--- config.mk ---
export PLATFORM = sky130hd
export DESIGN_NAME = data_mem_access_unit
export DESIGN_NICKNAME = d
export VERILOG_FILES = /design/src/rtl/data_mem_access_unit_pkg.sv /design/src/rtl/data_mem_access_unit_align.sv /design/src/rtl/data_mem_access_unit.sv
export SDC_FILE = /design/constraint.sdc
export NUM_CORES = 1
export LEC_CHECK = 0
export BUFFER_PORTS_ARGS = -buffer_cell sky130_fd_sc_hd__buf_2
export CAP_MARGIN = 20
export CORE_ASPECT_RATIO = 1.5
export CORE_UTILIZATION = 47
export CTS_CLUSTER_SIZE = 24
export DETAILED_ROUTE_END_ITERATION = 8
export GPL_ROUTABILITY_DRIVEN = 0
export HOLD_SLACK_MARGIN = 0.12
export PLACE_DENSITY = 0.83
export SYNTH_ARGS = -nofsm -noshare
export SYNTH_HDL_FRONTEND = slang
export SYNTH_SLANG_ARGS = --single-unit
--- constraint.sdc ---
create_clock -name CLK -period 2.19 [get_ports CLK]
set_input_delay 0.3285 -clock CLK [delete_from_list [all_inputs] [get_ports CLK]]
set_output_delay 0.3285 -clock CLK [all_outputs]
set_load 0.02 [all_outputs]
--- src/rtl/data_mem_access_unit_pkg.sv ---
// Shared constants for the load/store access path: FSM encoding, size codes
// and load/store funct3 values. The control FSM uses the same definitions.
package data_mem_access_unit_pkg;

  typedef enum logic [1:0] {
    ST_IDLE  = 2'd0,
    ST_CHECK = 2'd1,
    ST_REQ   = 2'd2,
    ST_DONE  = 2'd3
  } state_e;

  localparam logic [3:0] BE_BYTE = 4'b0001;
  localparam logic [3:0] BE_HALF = 4'b0011;
  localparam logic [3:0] BE_WORD = 4'b1111;

  localparam logic [2:0] LB  = 3'b000;
  localparam logic [2:0] LH  = 3'b001;
  localparam logic [2:0] LW  = 3'b010;
  localparam logic [2:0] LBU = 3'b100;
  localparam logic [2:0] LHU = 3'b101;
  localparam logic [2:0] SB  = 3'b000;
  localparam logic [2:0] SH  = 3'b001;
  localparam logic [2:0] SW  = 3'b010;

  function automatic logic be_legal(input logic [3:0] be);
    return (be == BE_BYTE) || (be == BE_HALF) || (be == BE_WORD);
  endfunction

  function automatic logic load_f3_legal(input logic [2:0] f3);
    return (f3 == LB) || (f3 == LH) || (f3 == LW) || (f3 == LBU) || (f3 == LHU);
  endfunction

  function automatic logic store_f3_legal(input logic [2:0] f3);
    return (f3 == SB) || (f3 == SH) || (f3 == SW);
  endfunction

endpackage

--- src/rtl/data_mem_access_unit_align.sv ---
// Byte-lane alignment between the core and a word-wide memory.
// Store path shifts enables/data into lanes; load path shifts down and extends.
module mem_lane_align
  import data_mem_access_unit_pkg::*;
#(
  parameter int DATA_W = 32
) (
  input  logic [1:0]        off,
  input  logic [3:0]        be_in,
  input  logic [DATA_W-1:0] wdata,
  input  logic [2:0]        funct3,
  input  logic [DATA_W-1:0] rdata,
  output logic [3:0]        be_out,
  output logic [DATA_W-1:0] dout,
  output logic [DATA_W-1:0] load_out
);

  logic [DATA_W-1:0] wmask;
  logic [DATA_W-1:0] rd;

  // Lane shifting; store bytes outside the access size are forced to zero
  always_comb begin
    wmask    = {{8{be_in[3]}}, {8{be_in[2]}}, {8{be_in[1]}}, {8{be_in[0]}}};
    be_out   = be_in << off;
    dout     = (wdata & wmask) << {off, 3'b000};
    rd       = rdata >> {off, 3'b000};
    case (funct3)
      LB:      load_out = {{(DATA_W-8){rd[7]}}, rd[7:0]};
      LH:      load_out = {{(DATA_W-16){rd[15]}}, rd[15:0]};
      LBU:     load_out = {{(DATA_W-8){1'b0}}, rd[7:0]};
      LHU:     load_out = {{(DATA_W-16){1'b0}}, rd[15:0]};
      default: load_out = rd;
    endcase
  end

endmodule

--- src/rtl/data_mem_access_unit.sv ---
// Load/store access unit: latches a request on start, validates it, runs the
// memory handshake with a timeout, and registers extended load data.
//
// Memory handshake: D_MEM_REQ rises on entry to REQ and stays high, with WEN,
// ADDR, BE and DOUT stable, until the cycle D_MEM_ACK is sampled high or the
// wait counter aborts. ACK is only looked at while in REQ; D_MEM_DI is taken
// in the ack cycle.
module data_mem_access_unit
  import data_mem_access_unit_pkg::*;
#(
  parameter int ADDR_W  = 32,
  parameter int DATA_W  = 32,
  parameter int TIMEOUT = 15
) (
  input  logic              CLK,
  input  logic              RSTn,
  input  logic              start,
  input  logic              MemRead,
  input  logic              MemWrite,
  input  logic [3:0]        BE,
  input  logic [2:0]        funct3,
  input  logic [ADDR_W-1:0] addr,
  input  logic [DATA_W-1:0] wdata,
  output logic              D_MEM_REQ,
  output logic              D_MEM_WEN,
  output logic [ADDR_W-1:0] D_MEM_ADDR,
  output logic [3:0]        D_MEM_BE,
  output logic [DATA_W-1:0] D_MEM_DOUT,
  input  logic [DATA_W-1:0] D_MEM_DI,
  input  logic              D_MEM_ACK,
  output logic [DATA_W-1:0] load_data,
  output logic              busy,
  output logic              done,
  output logic              err
);

  localparam logic [7:0] TO_LAST = 8'(TIMEOUT - 1);

  state_e            state_q, state_d;
  logic [ADDR_W-1:0] addr_q, addr_d;
  logic [DATA_W-1:0] wdata_q, wdata_d;
  logic [3:0]        be_q, be_d;
  logic [2:0]        funct3_q, funct3_d;
  logic              rd_q, rd_d, wr_q, wr_d;
  logic [7:0]        cnt_q, cnt_d;

  logic              req_q, req_d, wen_q, wen_d;
  logic [ADDR_W-1:0] maddr_q, maddr_d;
  logic [3:0]        mbe_q, mbe_d;
  logic [DATA_W-1:0] mdout_q, mdout_d;
  logic [DATA_W-1:0] load_data_q, load_data_d;
  logic              busy_q, busy_d, done_q, done_d, err_q, err_d;

  logic              access_bad, timeout_hit;
  logic [3:0]        lane_be;
  logic [DATA_W-1:0] lane_dout, lane_load;

  mem_lane_align #(.DATA_W(DATA_W)) u_align (
    .off      (addr_q[1:0]),
    .be_in    (be_q),
    .wdata    (wdata_q),
    .funct3   (funct3_q),
    .rdata    (D_MEM_DI),
    .be_out   (lane_be),
    .dout     (lane_dout),
    .load_out (lane_load)
  );

  assign timeout_hit = (cnt_q == TO_LAST);

  // Legality of the latched access: direction, size code, alignment, funct3
  always_comb begin
    access_bad = 1'b0;
    if (rd_q == wr_q) access_bad = 1'b1;
    if (!be_legal(be_q)) access_bad = 1'b1;
    if ((be_q == BE_HALF) && addr_q[0]) access_bad = 1'b1;
    if ((be_q == BE_WORD) && (addr_q[1:0] != 2'b00)) access_bad = 1'b1;
    if (rd_q && !wr_q && !load_f3_legal(funct3_q)) access_bad = 1'b1;
    if (wr_q && !rd_q && !store_f3_legal(funct3_q)) access_bad = 1'b1;
  end

  // FSM state register
  always_ff @(posedge CLK) begin
    if (!RSTn) state_q <= ST_IDLE;
    else       state_q <= state_d;
  end

  // Next state and wait counter
  always_comb begin
    state_d = state_q;
    cnt_d   = cnt_q;
    case (state_q)
      ST_IDLE:  if (start) state_d = ST_CHECK;
      ST_CHECK: begin
        cnt_d   = 8'd0;
        state_d = access_bad ? ST_DONE : ST_REQ;
      end
      ST_REQ: begin
        if (D_MEM_ACK || timeout_hit) state_d = ST_DONE;
        else                          cnt_d   = cnt_q + 8'd1;
      end
      default:  state_d = ST_IDLE;
    endcase
  end

  // Registered outputs derived from the upcoming state
  always_comb begin
    req_d       = (state_d == ST_REQ);
    wen_d       = req_d & wr_q;
    maddr_d     = req_d ? {addr_q[ADDR_W-1:2], 2'b00} : '0;
    mbe_d       = req_d ? lane_be : 4'b0000;
    mdout_d     = req_d ? lane_dout : '0;
    busy_d      = (state_d == ST_CHECK) || (state_d == ST_REQ);
    done_d      = (state_d == ST_DONE);
    err_d       = ((state_q == ST_CHECK) && access_bad) ||
                  ((state_q == ST_REQ) && !D_MEM_ACK && timeout_hit);
    load_data_d = ((state_q == ST_REQ) && D_MEM_ACK && rd_q) ? lane_load : load_data_q;
  end

  // Request capture on an accepted start
  always_comb begin
    addr_d   = addr_q;
    wdata_d  = wdata_q;
    be_d     = be_q;
    funct3_d = funct3_q;
    rd_d     = rd_q;
    wr_d     = wr_q;
    if ((state_q == ST_IDLE) && start) begin
      addr_d   = addr;
      wdata_d  = wdata;
      be_d     = BE;
      funct3_d = funct3;
      rd_d     = MemRead;
      wr_d     = MemWrite;
    end
  end

  // Datapath and output registers
  always_ff @(posedge CLK) begin
    if (!RSTn) begin
      addr_q      <= '0;
      wdata_q     <= '0;
      be_q        <= 4'b0000;
      funct3_q    <= 3'b000;
      rd_q        <= 1'b0;
      wr_q        <= 1'b0;
      cnt_q       <= 8'd0;
      req_q       <= 1'b0;
      wen_q       <= 1'b0;
      maddr_q     <= '0;
      mbe_q       <= 4'b0000;
      mdout_q     <= '0;
      load_data_q <= '0;
      busy_q      <= 1'b0;
      done_q      <= 1'b0;
      err_q       <= 1'b0;
    end else begin
      addr_q      <= addr_d;
      wdata_q     <= wdata_d;
      be_q        <= be_d;
      funct3_q    <= funct3_d;
      rd_q        <= rd_d;
      wr_q        <= wr_d;
      cnt_q       <= cnt_d;
      req_q       <= req_d;
      wen_q       <= wen_d;
      maddr_q     <= maddr_d;
      mbe_q       <= mbe_d;
      mdout_q     <= mdout_d;
      load_data_q <= load_data_d;
      busy_q      <= busy_d;
      done_q      <= done_d;
      err_q       <= err_d;
    end
  end

  assign D_MEM_REQ  = req_q;
  assign D_MEM_WEN  = wen_q;
  assign D_MEM_ADDR = maddr_q;
  assign D_MEM_BE   = mbe_q;
  assign D_MEM_DOUT = mdout_q;
  assign load_data  = load_data_q;
  assign busy       = busy_q;
  assign done       = done_q;
  assign err        = err_q;

endmodule
==> Word-level counts from Yosys, hierarchy flattened <==
Cells that the tools add are included.
{ "totals": {"regBits": 188, "inputBits": 109, "output_inout_bits": 105} }
{ "classes": {"add_sub_neg": 1, "eq_ne": 15, "n_shift": 3, "n_mux": 13, "bitwise": 2, "n_reduce_logical": 32} }
{ "op_table": {"columns": ["operator", "n"], "rows": [
  ["$pmux W32 S4", 1],
  ["$and A32 B32 Y32", 1],
  ["$shl A32 B5 Y32", 1],
  ["$shr A32 B5 Y32", 1],
  ["$pmux W8 S2", 1],
  ["$logic_and A1 B1 Y1", 12],
  ["$logic_or A1 B1 Y1", 9],
  ["$add A8 B1 Y8 const B", 1],
  ["$eq A8 B4 Y1 const B", 1],
  ["$mux W8", 1],
  ["$mux W1", 7],
  ["$eq A2 B2 Y1 const B", 3],
  ["$eq A3 B3 Y1 const B", 2],
  ["$pmux W2 S3", 1],
  ["$logic_not A1 Y1", 5],
  ["$eq A2 B1 Y1 const B", 2],
  ["$eq A4 B1 Y1 const B", 1],
  ["$eq A4 B2 Y1 const B", 1],
  ["$eq A4 B4 Y1 const B", 1],
  ["$mux W2", 2],
  ["$reduce_and A2 Y1", 2],
  ["$reduce_bool A2 Y1", 2],
  ["$shl A4 B2 Y4", 1],
  ["$eq A3 B1 Y1 const B", 1],
  ["6 further kinds", 6]
]} }

==> Depth between registers and ports, before layout <==
Gate-level depths: netlist of the first run.
{ "logic_depth": {"ltp_word": 13, "mapped_depth": 13, "ltp_nobuf": 12} }

==> Modules after synthesis <==
Synthesis of the first run repeated with hierarchy kept, for this count alone.
{ "hier_totals": {"cells_unflattened": 913, "hier_area_um2": 8007.7} }
{ "by_module_without_submodules": {"columns": ["mod", "n_inst", "cells_each", "area_per_inst_um2"], "rows": [
  ["data_mem_access_unit", 1, 706, 6563.8],
  ["mem_lane_align", 1, 207, 1443.9]
]} }

==> Worst setup path before layout of the first run <==
Ideal clock, no wire load.
{ "synth_path": {"kind": "register -> register", "startpoint": "reg rd_q", "endpoint": "reg mdout_q[0], in the netlist D_MEM_DOUT[0]", "setup_ns": 0.059, "arrival_ns": 2.258, "required_ns": 2.131, "path_slack_ns": -0.127, "stages_incl_launch_ff": 14, "path_buffers": 1, "period_less_slack_ns": 2.317, "cell_sequence": "dfxtp_1 -> inv_1 -> ha_1 -> inv_1 -> o2111ai_1 -> a221oi_2 -> or2_1 -> ha_1 -> nand2_1 -> inv_1 -> nand2b_1 -> buf_2 -> nor3b_4 -> and2_1"} }
{ "synth_between": {"elab_chain_cells": 11, "word_cells_on_any_way": 16} }
{ "synth_lines": {"columns": ["element", "line", "text"], "rows": [
  ["from (decl)", "data_mem_access_unit.sv:44", "logic rd_q, rd_d, wr_q, wr_d;"],
  ["from (signal assigned)", "data_mem_access_unit.sv:162", "rd_q <= rd_d;"],
  ["$eq A1 B1 Y1", "data_mem_access_unit.sv:74", "if (rd_q == wr_q) access_bad = 1'b1;"],
  ["$mux W1", "data_mem_access_unit.sv:74", null],
  ["$mux W1", "data_mem_access_unit.sv:75", "if (!be_legal(be_q)) access_bad = 1'b1;"],
  ["$mux W1", "data_mem_access_unit.sv:76", "if ((be_q == BE_HALF) && addr_q[0]) access_bad = 1'b1;"],
  ["$mux W1", "data_mem_access_unit.sv:77", "if ((be_q == BE_WORD) && (addr_q[1:0] != 2'b00)) access_bad = 1'b1;"],
  ["$mux W1", "data_mem_access_unit.sv:78", "if (rd_q && !wr_q && !load_f3_legal(funct3_q)) access_bad = 1'b1;"],
  ["$mux W1 (*)", "data_mem_access_unit.sv:79", "if (wr_q && !rd_q && !store_f3_legal(funct3_q)) access_bad = 1'b1;"],
  ["$mux W1 (*)", "data_mem_access_unit.sv:96", "state_d = access_bad ? ST_DONE : ST_REQ;"],
  ["$pmux W2 S3 (*)", "data_mem_access_unit.sv:92", "case (state_q)"],
  ["$eq A2 B2 Y1 (*)", "data_mem_access_unit.sv:108", "req_d = (state_d == ST_REQ);"],
  ["via req_d", "data_mem_access_unit.sv:47", "logic req_q, req_d, wen_q, wen_d;"],
  ["$reduce_and A2 Y1 (no line) (*)", null, null],
  ["to (signal assigned)", "data_mem_access_unit.sv:169", "mdout_q <= mdout_d;"],
  ["to (decl)", "data_mem_access_unit.sv:50", "logic [DATA_W-1:0] mdout_q, mdout_d;"]
]} }
The timed path passes the listed nets; every way through them passes the cells marked *.
A chain may end at the register's enable or synchronous reset.

==> Worst setup path after layout of the first run <==
Same ends and word-level chain as after synthesis.

==> impl_metrics.env, run 1 <==
export IMPL_yosys_warnings=0
export IMPL_layout_setup_ws_ps=1.081
export IMPL_core_um2=15140
export IMPL_ctsHtreeMaxLevel=4
export IMPL_slew_viol_final=0
export IMPL_path_max_fanout=5
export IMPL_nNetsFinal=1180
export IMPL_mostFrequentLayoutCell="nand2_1"
export IMPL_final_util=0.6180
export IMPL_drive_gt1_frac=0.3110
export IMPL_cts_clk_slew_worst_paths_ps=80
export IMPL_synth_edf_count=0
export IMPL_hold_start="addr[2]"
export IMPL_io_pins=214
export IMPL_placed_area_um2=8578
export IMPL_cts_tree="yes"
export IMPL_wire_per_inst_um=15.62
export IMPL_r2r_start="rd_q"
export IMPL_port_buffers=211
export IMPL_dp_hpwl_mm=14.34
export IMPL_finalClockSkew_ps=12.83
export IMPL_worstPathRequired_ps=2540
export IMPL_worst_pin_slew_ps=761.6
export IMPL_numCtsBuffers=17
export IMPL_final_cell_mix="nand2_1 (215), buf_2 (211), dfxtp_1 (180)"
export IMPL_worstHoldPathType="primary input to register"
export IMPL_drc_errors=0
export IMPL_antenna_left=0
export IMPL_rsz0062_at_grt="yes"
export IMPL_total_power_mw=9.706
export IMPL_hold_viol=0
export IMPL_synth_avg_cell_area_um2=8.463
export IMPL_clock_sinks=186
export IMPL_synth_cell_type_count=54
export IMPL_irDropWorstVdd_mv=0.5565
export IMPL_fmax_ghz=0.4568
export IMPL_fp_dieW_um=103.9
export IMPL_ys_seq_area_frac=0.5086
export IMPL_vias_per_cell=5.287
export IMPL_first_pass_iters=4
export IMPL_power_density_nw_per_um2=1037
export IMPL_area_growth_pct=27.81
export IMPL_grt_pass1_vias=6276
export IMPL_setup_tns_final_ps=0
export IMPL_endpoint_kind="register"
export IMPL_period_minus_slack_ps=2189
export IMPL_grt_first_pass_wirelength_mm=30.71
export IMPL_initial_utilization=0.4836
export IMPL_vias=6746
export IMPL_dieHeight_um=154.9
export IMPL_die_area_um2=16090
export IMPL_p_leak_nw=4.099
export IMPL_syn_area_um2=7321
export IMPL_grt_use_total=0.2402
export IMPL_start_kind="register"
export IMPL_drt_total_wl_mm=19.93
export IMPL_drt_iter0_drc=372
export IMPL_drv_cap=0
export IMPL_grt_max_degree=93
export IMPL_design_area_um2=9356
export IMPL_relSlewSlack=0.4923
export IMPL_finalSetupViolations=0
export IMPL_postSynth_asyncResetShare=0
export IMPL_cp_startpoint="rd_q"
export IMPL_grt_ovfl_total=0
export IMPL_antenna_found_initial=4
export IMPL_r2r_setup_slack_ps=1
export IMPL_finalCritPeriodShare=0.9995
export IMPL_num_rows=55
export IMPL_cts_root_buf="clkbuf_16"
export IMPL_synth_seq_cells=186
export IMPL_crit_arrival_ps=2540
export IMPL_cts_path_max_buffers=2
export IMPL_critPathKind="register to register"
export IMPL_place_ws_ps=-61.84
export IMPL_clkLatencyLatePin_ps=420
export IMPL_outcome="complete, no violations"
export IMPL_ys_flop_type="dfxtp_1"
export IMPL_synth_cells=865
-- stage by stage --
step                      hold slack, ps  std cells
after detailed placement           442.2       1235
after CTS                          126.7       1268
after floorplan                    431.9        866
final                              138.8       1276
after global placement             436.9       1235
after global routing               120.2       1276
-- sequential cells by signal (all words and copies together) (netlist names) --
register    flops
funct3_q        3
wr_q            1
err             1
D_MEM_DOUT     32
D_MEM_BE        4
addr_q         32
load_data      32
be_q            4
state_q         2
cnt_q           8
rd_q            1
wdata_q        32
busy            1
D_MEM_ADDR     30
D_MEM_REQ       1
done            1
D_MEM_WEN       1
-- cell families (layout without fill, tap and decap cells) --
family	Yosys count	after routing	share of synthesized area
flops	186	186	0.5086
xor+xnor	3	3	0.003590
fa+ha+maj	10	10	0.01709
compound gates	206	206	0.1683
mux	28	28	0.04153
simple gates	355	356	0.2135
other cells	1	5	0.0005122
buf+inv	76	283	0.04683
-- Yosys cell counts (all sizes together), types with 3 or more instances --
cell type    n  area, um2
a211oi       8      60.06
clkbuf      40      160.1
mux2i       18      180.2
o21ai       41      212.7
nand3       13      65.06
o211ai       8      60.06
nand2b       8      57.55
nor2        55      211.5
nand2      218      820.8
o221a        8      90.09
mux2         9      101.4
a21oi      105      525.5
and3        32      200.2
a31oi       16      100.1
inv          8      30.03
o2bb2ai      8      70.07
buf         28      152.6
ha          10      125.1
o21a         4      30.03
or2          3      18.77
dfxtp      186       3724
and2        14      87.58
-- critical path: stages, from the launching register on --
cell	delay (ps)
dfxtp_2	330
inv_2	40
ha_4	220
inv_2	40
o2111ai_2	110
a221oi_2	320
or2_1	180
ha_4	150
nand2_4	60
inv_4	90
nand2b_4	100
nor3b_4	280
and2_1	180
-- power by group --
| part | switching [mW] | internal (mW) | total [mW] |
|---|---|---|---|
| Clock | 1.43 | 1.53 | 2.96 |
| Sequential | 0.241 | 3.78 | 4.03 |
| Combinational | 1.69 | 1.03 | 2.72 |
| Total | 3.36 | 6.35 | 9.71 |
-- timing repair --
item	4_1_cts	5_1_grt
setup buffers	0	4
cloned	1	1
endpoints found under the setup margin	20	18
pin swaps	6	10
resized for setup	8	23
hold buffers	0	0
-- worst paths after layout --
kind | cells past startpoint | end
setup / recovery | 12 | D_MEM_DOUT[0]
hold / removal | 3 | addr_q[2]
setup reg to reg | 12 | D_MEM_DOUT[0]
hold reg to reg | 2 | addr_q[13]
-- final cells by class --
type / count / area (um2)
Antenna cell: 3 / 7.507
Clock buffer: 18 / 429.2
Clock inverter: 14 / 150.1
Fill cell: 1326 / 5783
Inverter: 8 / 32.53
Multi-Input combinational cell: 605 / 3383
Sequential cell: 186 / 3734
Tap cell: 199 / 249.0
Timing Repair Buffer: 243 / 1371
-- routing by layer --
layer,vias to the layer above,wire (um),GRT usage
li1,3332,-,-
met5,-,0,0
met2,261,10310,0.4286
met3,64,1194,0.06326
met1,3089,7487,0.2527
met4,0,937,0.1442
Note: power is estimated with default switching activity, not from simulation.
==> inputs of run 2 (changes only) <==
==> constraint.sdc (replaced) <==
create_clock -name CLK -period 2.19 [get_ports CLK]
set_input_delay 0.1095 -clock CLK [delete_from_list [all_inputs] [get_ports CLK]]
set_output_delay 0.1095 -clock CLK [all_outputs]
set_load 0.02 [all_outputs]
==> run 2 against run 1 <==
Net effect:
- the flow now finishes with violations (negative setup slack)
- wire length rose by 16%
- sequential share of layout area fell by 3.3 points
- combinational power rose by 2%
- maximum frequency fell by 3.3%
- worst setup slack got worse by 74 ps
- critical endpoint is now D_MEM_DOUT[3]
- largest power group unchanged
==> impl_metrics.env, run 2 (same netlist as run 1, synthesis figures left out) <==
export IMPL_numCtsBuffers=17
export IMPL_drive_gt1_frac=0.2869
export IMPL_power_frac_seq=0.409
export IMPL_multiInputGateArea_um2=3344
export IMPL_endpoint_kind="register"
export IMPL_die_area_um2=16090
export IMPL_drt_iter0_drc=528
export IMPL_critPathKind="register to register"
export IMPL_fillers=1196
export IMPL_worst_pin_slew_ps=766.5
export IMPL_nNetsFinal=1270
export IMPL_layout_setup_ws_ps=-72.47
export IMPL_finalClockSkew_ps=10.03
export IMPL_pwr_share_clk=0.311
export IMPL_mostFrequentLayoutCell="nand2_1"
export IMPL_dp_hpwl_mm=13.98
export IMPL_grt_ovfl_total=0
export IMPL_area_growth_pct=39.60
export IMPL_slowest_stage="dfxtp_4"
export IMPL_wire_per_inst_um=16.92
export IMPL_drt_total_wl_mm=23.07
export IMPL_violations="negative setup slack"
export IMPL_dp_cells=1234
export IMPL_clkLatencyLatePin_ps=430
export IMPL_drc_errors=0
export IMPL_cts_root_buf="clkbuf_16"
export IMPL_grt_pass1_vias=7286
export IMPL_power_density_nw_per_um2=968.8
export IMPL_slew_viol_final=0
export IMPL_crit_arrival_ps=2620
export IMPL_clock_sinks=186
export IMPL_slowest_delay_ps=380
export IMPL_area_sequential_um2=3741
export IMPL_cts_path_max_buffers=2
export IMPL_relSlewSlack=0.4890
export IMPL_p_leak_nw=4.466
export IMPL_design_area_um2=10220
export IMPL_ctsHtreeMaxLevel=4
export IMPL_irDropWorstVdd_mv=0.6698
export IMPL_hold_viol=0
export IMPL_crit_buf_inv=3
export IMPL_cts_tree="yes"
export IMPL_p_switching_mw=3.371
export IMPL_fp_dieW_um=103.9
export IMPL_fin_cells=1364
export IMPL_io_pins=214
export IMPL_start_kind="register"
export IMPL_num_rows=55
export IMPL_antenna_found_initial=3
export IMPL_period_minus_slack_ps=2262
export IMPL_drv_cap=0
export IMPL_internal_power_mw=6.529
export IMPL_worstPathCellList="inv_4 > ha_4 > nand4b_1 > o211ai_1 > a221oi_2 > or2_1 > ha_2 > nand2_2 > inv_2 > nand2b_4 > nor3b_4 > buf_6 > and2_1"
export IMPL_worstHoldPathType="primary input to register"
export IMPL_finalSetupViolations=13
export IMPL_first_pass_iters=7
export IMPL_placed_area_um2=8571
export IMPL_p_sw_frac=0.3405
export IMPL_path_delay_family="simple AND/OR/NAND/NOR gates"
export IMPL_outcome="finished, violations left"
export IMPL_initial_utilization=0.4836
export IMPL_cts_clk_slew_worst_paths_ps=70
export IMPL_finalCritPeriodShare=1.033
export IMPL_final_cell_mix="nand2_1 (215), buf_2 (211), dfxtp_1 (178)"
export IMPL_grt_max_degree=92
export IMPL_port_buffers=211
export IMPL_grt_first_pass_wirelength_mm=36.14
export IMPL_fmax_ghz=0.4420
export IMPL_antenna_left=0
export IMPL_dieHeight_um=154.9
export IMPL_grt_use_total=0.2837
export IMPL_path_max_fanout=7
export IMPL_core_um2=15140
export IMPL_vias_per_cell=5.344
export IMPL_pwr_share_comb=0.280
export IMPL_rsz0062_at_grt="yes"
export IMPL_vias=7289
export IMPL_worstPathRequired_ps=2550
## run 2: cell types whose count changed in the layout (fill, tap and decap cells not counted), moves of 3 or more
cell,delta
buf_4,+3
dlygate4sd3_1,+90
inv_6,+3
inv_8,-4
## run 2: metrics by stage
step	hold WS [ps]	setup TNS [ps]	utilization	total power, mW	setup slack [ps]
6_report	144.4	-400.6	0.6750	9.900	-72.47
4_1_cts	123.8	0	0.6687	9.755	18.58
2_1_floorplan	237.9	0	-	5.750	5.612
5_1_grt	168.4	-3039	0.6750	10.39	-185.0
3_3_place_gp	349.0	0	0.5661	6.471	27.79
3_5_place_dp	347.6	-906.8	0.5661	6.534	-86.29
## run 2: power groups by stage
stage               clock network, mW  registers (mW)  logic (mW)
finish                           3.08            4.05        2.77
global route                     3.28            4.09        3.02
CTS                              3.12            4.02        2.62
detailed placement                  0            4.09        2.45
global placement                    0            4.07        2.40
floorplan                           0            4.16        1.59
## run 2: worst paths after layout
check / startpoint / to / slack [ps] / depth (start not counted)
min: D_MEM_DI[3] / load_data[3] / 140 / 4
max reg2reg: cnt_q[0] / D_MEM_DOUT[3] / -70 / 13
min reg2reg: addr_q[13] / addr_q[13] / 450 / 2
max: cnt_q[0] / D_MEM_DOUT[3] / -70 / 13
## run 2: routing by layer
metal | global-route usage | vias up | wire length [um]
met5 | 0 | - | 0
met4 | 0.1959 | 0 | 1526
met3 | 0.07080 | 126 | 1425
met2 | 0.5019 | 348 | 11870
met1 | 0.2946 | 3322 | 8254
li1 | - | 3493 | -
## run 2: repair_timing
item	CTS	global route
endpoints found under the setup margin	17	32
endpoints found under the hold margin	90	0
gates resized for setup	5	19
hold buffers	90	0
pin swaps	3	9
setup buffers	4	3
## run 2: worst reg2reg max path: cells and delay by family, from the launching register on
| kind | cells | cell delay (ps) |
|---|---|---|
| flops | 1 | 380 |
| buf+inv | 3 | 310 |
| simple gates | 6 | 800 |
| compound gates | 2 | 390 |
| fa+ha+maj | 2 | 320 |
## run 2: area by class of cell
class,instances,share of cell area
flip-flops and latches,186,0.3661
multi-input cells,604,0.3273
repair buffers,334,0.2198
clock buffers,19,0.04432
well taps,199,0.02436
clock inverters,13,0.01481
inverters,8,0.003183
diodes,1,0.0002449
